## config.mk

```make
export PLATFORM = sky130hd
export DESIGN_NAME = data_proc_hls_deadlock_reporter
export DESIGN_NICKNAME = d
export VERILOG_FILES = /design/src/rtl/data_proc_hls_deadlock_reporter.sv
export SDC_FILE = /design/constraint.sdc
export NUM_CORES = 1
export LEC_CHECK = 0
export BUFFER_PORTS_ARGS = -buffer_cell sky130_fd_sc_hd__buf_2
export CELL_PAD_IN_SITES_DETAIL_PLACEMENT = 0
export CELL_PAD_IN_SITES_GLOBAL_PLACEMENT = 2
export CORE_MARGIN = 2
export CORE_UTILIZATION = 30
export DETAILED_ROUTE_END_ITERATION = 10
export PLACE_DENSITY = 0.71
export SYNTH_ARGS = -nofsm -noshare
export SYNTH_HDL_FRONTEND = slang
export SYNTH_SLANG_ARGS = --single-unit
```

## constraint.sdc

```tcl
create_clock -name clock -period 4.7 [get_ports clock]
set_input_delay 0.235 -clock clock [delete_from_list [all_inputs] [get_ports clock]]
set_output_delay 0.235 -clock clock [all_outputs]
set_load 0.01 [all_outputs]
```

## src/rtl/data_proc_hls_deadlock_reporter.sv

```systemverilog
// Deadlock reporter for the data_proc HLS pipeline.
// Qualifies the monitor's registered block indication against a programmable
// persistence threshold, then latches a sticky deadlock flag, the set of
// blocked AXI-Stream channels seen during the qualifying window, and the cycle
// timestamp of the declaration. A one-cycle irq accompanies each declaration
// and a saturating counter tracks how many declarations occurred since reset.
module data_proc_hls_deadlock_reporter #(
    parameter int unsigned AXIS_W = 3,
    parameter int unsigned CNT_W  = 16,
    parameter int unsigned TS_W   = 32,
    parameter int unsigned EVT_W  = 8
) (
    input  logic              clock,
    input  logic              reset_n,
    input  logic              block,
    input  logic [AXIS_W-1:0] axis_block_sigs,
    input  logic [CNT_W-1:0]  threshold,
    input  logic              clear,
    output logic              deadlock,
    output logic              irq,
    output logic [AXIS_W-1:0] block_snapshot,
    output logic [TS_W-1:0]   deadlock_time,
    output logic [CNT_W-1:0]  block_cycles,
    output logic [EVT_W-1:0]  event_count
);

    typedef enum logic [1:0] {
        ST_IDLE,
        ST_SUSPECT,
        ST_DEADLOCK
    } state_t;

    localparam logic [CNT_W-1:0] CNT_ONE = CNT_W'(1);

    state_t              state_q,    state_d;
    logic [TS_W-1:0]     ts_q,       ts_d;
    logic [AXIS_W-1:0]   acc_q,      acc_d;
    logic [CNT_W-1:0]    cycles_q,   cycles_d;
    logic                deadlock_q, deadlock_d;
    logic                irq_q,      irq_d;
    logic [AXIS_W-1:0]   snap_q,     snap_d;
    logic [TS_W-1:0]     dtime_q,    dtime_d;
    logic [EVT_W-1:0]    evt_q,      evt_d;

    logic [CNT_W-1:0]    thr_eff;
    logic [CNT_W-1:0]    cycles_inc;
    logic [EVT_W-1:0]    evt_inc;
    logic                declare;

    // Effective threshold (zero behaves as one) and saturating increments
    always_comb begin
        thr_eff = threshold;
        if (threshold == '0) begin
            thr_eff = CNT_ONE;
        end
        cycles_inc = (cycles_q == '1) ? cycles_q : cycles_q + 1'b1;
        evt_inc    = (evt_q == '1)    ? evt_q    : evt_q + 1'b1;
    end

    // Next-state logic: qualification FSM, accumulator, sticky report fields
    always_comb begin
        state_d    = state_q;
        ts_d       = ts_q + 1'b1;
        acc_d      = acc_q;
        cycles_d   = cycles_q;
        deadlock_d = deadlock_q;
        irq_d      = 1'b0;
        snap_d     = snap_q;
        dtime_d    = dtime_q;
        evt_d      = evt_q;
        declare    = 1'b0;

        if (clear) begin
            // Clear wins over everything; the block sample of this cycle is dropped
            state_d    = ST_IDLE;
            acc_d      = '0;
            cycles_d   = '0;
            deadlock_d = 1'b0;
            snap_d     = '0;
            dtime_d    = '0;
        end else begin
            unique case (state_q)
                ST_IDLE: begin
                    if (block) begin
                        cycles_d = CNT_ONE;
                        acc_d    = axis_block_sigs;
                        if (CNT_ONE >= thr_eff) begin
                            declare = 1'b1;
                        end else begin
                            state_d = ST_SUSPECT;
                        end
                    end else begin
                        cycles_d = '0;
                        acc_d    = '0;
                    end
                end
                ST_SUSPECT: begin
                    if (block) begin
                        cycles_d = cycles_inc;
                        acc_d    = acc_q | axis_block_sigs;
                        // Threshold is live, so lowering it below the count declares here
                        if (cycles_inc >= thr_eff) begin
                            declare = 1'b1;
                        end
                    end else begin
                        cycles_d = '0;
                        acc_d    = '0;
                        state_d  = ST_IDLE;
                    end
                end
                ST_DEADLOCK: begin
                    cycles_d = block ? cycles_inc : '0;
                end
                default: begin
                    state_d  = ST_IDLE;
                    cycles_d = '0;
                    acc_d    = '0;
                end
            endcase

            // Declaration captures the accumulator including the qualifying sample
            if (declare) begin
                state_d    = ST_DEADLOCK;
                deadlock_d = 1'b1;
                irq_d      = 1'b1;
                snap_d     = acc_d;
                dtime_d    = ts_q;
                evt_d      = evt_inc;
            end
        end
    end

    // State and report registers with asynchronous active-low reset
    always_ff @(posedge clock or negedge reset_n) begin
        if (!reset_n) begin
            state_q    <= ST_IDLE;
            ts_q       <= '0;
            acc_q      <= '0;
            cycles_q   <= '0;
            deadlock_q <= 1'b0;
            irq_q      <= 1'b0;
            snap_q     <= '0;
            dtime_q    <= '0;
            evt_q      <= '0;
        end else begin
            state_q    <= state_d;
            ts_q       <= ts_d;
            acc_q      <= acc_d;
            cycles_q   <= cycles_d;
            deadlock_q <= deadlock_d;
            irq_q      <= irq_d;
            snap_q     <= snap_d;
            dtime_q    <= dtime_d;
            evt_q      <= evt_d;
        end
    end

    assign deadlock       = deadlock_q;
    assign irq            = irq_q;
    assign block_snapshot = snap_q;
    assign deadlock_time  = dtime_q;
    assign block_cycles   = cycles_q;
    assign event_count    = evt_q;

endmodule

```

==> run_results.csv <==
group,metric,value,unit
hold_path,hp-class,"input port to flip-flop",
synth,syn_nets,499,
worst_setup_path,regToRegSetupSlack,0.61,ns
route,drt-total-wl,11.4,mm
worst_setup_path,worst-r2r-cell-count,14,
cells_and_area,final_layout_size_suffix_gt1_share,20.7,%
clock_network,clockBufferDepth,2,
sta,setup_viol,0,
cells_and_area,area_growth,20.6,%
synth,syn-cell-area,0.00488,mm2
cells_and_area,final_common_cell,"dfrtp_1",
job,drv_cap,0,
clock_network,cts_htree_levels,3,
floorplan,die-area,0.0173,mm2
worst_setup_path,crit_end,"deadlock_time[3]",
sta,fin_skew,0.0117,ns
synth,ys_types,43,
route,detail_route.wl_per_cell,15.0,um
worst_setup_path,crit_arrival,4.29,ns
sta,hold_violations,0,
sta,min_period,4.09,ns
worst_setup_path,worstPathRequired,4.91,ns
global_routing,gr-total-overflow,0,
sta,rsz0062_at_grt,"false",
cells_and_area,n_antenna_cell,0,
route,route.detailed.drc,0,
status,outcome,"completed",
floorplan,boundaryPins,84,
route,vias_per_cell,4.66,
synth,netlist_instances,453,
placed_design,place_hpwl,8.36,mm
route,dr.pass1.iters,4,
worst_setup_path,critPathCaptureType,"flip-flop",
global_routing,antenna_found_initial,0,
placed_design,gp_congestion,0.812,
synth,ys_ff_latch,98,
sta,fmax,245,MHz
cells_and_area,final_cell_mix,"dfrtp_1, buf_2, nor2_1, nand2_1, mux2i_1",
pwr,vdd_drop_max,0.226,mV
global_routing,grt_pass1_wl,19.4,mm
sta,relSlewSlack,43.5,%
floorplan,start_util,30.7,%
sta,worst_slew_pin_slew,0.848,ns
sta,fin_setup_tns,0,ns
sta,slew_violations,0,
worst_setup_path,crit_type,"flip-flop to flip-flop",
worst_setup_path,rr_endpoint,"deadlock_time[3]",
clock_network,cts_resized,0,
synth,synth_area_per_cell,10.8,um2
placed_design,port-buffer-count,83,
floorplan,rows,46,
worst_setup_path,cp-start-kind,"flip-flop",
global_routing,gr-usage-all-layers,14.0,%
clock_network,clkSinkCount,98,
synth,synth-edff-count,0,
placed_design,postPlaceCellArea,0.00556,mm2
clock_network,cts_tree,"built",
worst_setup_path,regToRegStartpoint,"block_cycles[0]",
synth,ys_seq_area_share,50.2,%
synth,synth-main-ff-cell,"dfrtp_1",
worst_setup_path,cp-startpoint,"block_cycles[0]",
pwr,p_leak,0.00318,uW
pwr,p_total,1850,uW
worst_setup_path,crit_fanout,14,
floorplan,core,0.0159,mm2
synth,ys_warn_count,0,
clock_network,path_clk_slew,0.07,ns
global_routing,grt_max_degree,62,
cells_and_area,stdcell_area,0.00589,mm2
clock_network,cts_root_buffer,"clkbuf_16",
clock_network,cts_made_buffers,9,
route,detail-route-antenna-nets,0,
route,num_vias,3559,
clock_network,clock_latency,0.35,ns
global_routing,grt_pass1_vias,3766,
floorplan,die_y,132,um
floorplan,die_w,132,um
route,drtIter0Drc,154,
cells_and_area,layout.nets,588,
pwr,p_per_area,315,mW/mm2
sta,min_period_over_period,87.0,%
synth,async_flop_share,100,%
==> state kept, by name (all words and copies together), names as in the netlist <==
name,cells
acc_q,3
block_cycles,16
block_snapshot,3
deadlock,1
deadlock_time,32
event_count,8
irq,1
state_q,2
ts_q,32
==> synthesized netlist by cell type, types with 4 or more instances <==
cell type,number,area share [%]
nor2b_1,11,1.4
mux2i_1,32,6.6
nor4_1,6,0.77
mux2_1,8,1.8
and2_1,4,0.51
ha_1,23,5.9
o21ai_0,5,0.51
clkbuf_1,5,0.38
nand3_1,16,1.6
buf_6,5,1.2
xnor2_1,25,4.5
a21oi_1,9,0.92
inv_1,22,1.7
dfrtp_1,98,50
nand4_1,13,1.7
nand2b_1,7,0.90
nand2_1,33,2.5
and3_1,7,0.90
nor2_1,54,4.2
nor3_1,8,0.82
xor2_1,19,3.4
and4_1,10,1.8
==> routing by layer <==
layer	up-vias	share of wire [%]	GRT usage [%]	wire (um)
li1	1747	-	-	-
met1	1729	46	17.2	5210
met2	63	49	23.7	5560
met3	20	3.9	4.13	440
met4	0	1.8	4.47	210
met5	-	0	0	0
==> layout make-up <==
cell class,instances,area (um2)
Inverter,22,82.6
Timing Repair Buffer,89,490
Multi-Input combinational cell,322,2280
Fill cell,1628,10000
Sequential cell,98,2450
Tap cell,216,270
Clock buffer,10,239
Clock inverter,6,76.3
==> power breakdown <==
group,internal (uW),total [uW],switching (uW)
clock,438,783,345
combinational,76.0,187,111
sequential,863,883,19.6
==> kinds of logic (layout without fill, tap and decap cells) <==
family	Yosys count	in the layout	synth area share (%)
and+or+nand+nor	179	179	19.1
DFF	98	98	50.2
muxes	40	40	8.41
AOI/OAI and AO/OA	36	36	5.08
xor gates and xnor gates	44	44	7.90
buffers and inverters	33	127	3.33
adders and majority gates	23	23	5.90
==> worst min-delay path by stage <==
stage	slack (ns)	start	cells past startpoint	endpoint
6_report	0.20	axis_block_sigs[2]	3	acc_q[2]
5_1_grt	0.20	axis_block_sigs[2]	3	acc_q[2]
4_1_cts	0.18	axis_block_sigs[2]	3	acc_q[2]
3_5_place_dp	0.26	reset_n	1	deadlock_time[31]
3_3_place_gp	0.25	reset_n	1	deadlock_time[31]
2_1_floorplan	-0.06	reset_n	0	acc_q[0]
==> worst max-delay path, cell delays in order (launching register included) <==
cell and delay [ns]:
dfrtp_1 0.44, ha_1 0.24, and3_1 0.23, and4_1 0.28
a21oi_1 0.27, and3_1 0.21, xor2_1 0.18, ha_1 0.27
and4_1 0.24, a2111oi_2 0.36, o211ai_1 0.19, o21ai_4 0.50
buf_4 0.28, mux2i_1 0.20, nor2_1 0.06
==> per-stage QoR <==
stage	util (%)	hold slack [ns]	setup WS, ns	std cells
2_1_floorplan	-	-0.0606	1.12	453
3_3_place_gp	35.0	0.248	0.599	746
3_5_place_dp	35.0	0.261	0.570	746
4_1_cts	37.1	0.181	0.541	763
5_1_grt	37.1	0.203	0.339	763
6_report	37.1	0.196	0.613	763
==> what timing repair did <==
item / 4_1_cts / 5_1_grt
hold buffers: 1 / 0
setup buffers: 0 / 0
hold endpoints to repair: 37 / 0
Power figures use the tool's default switching activity.
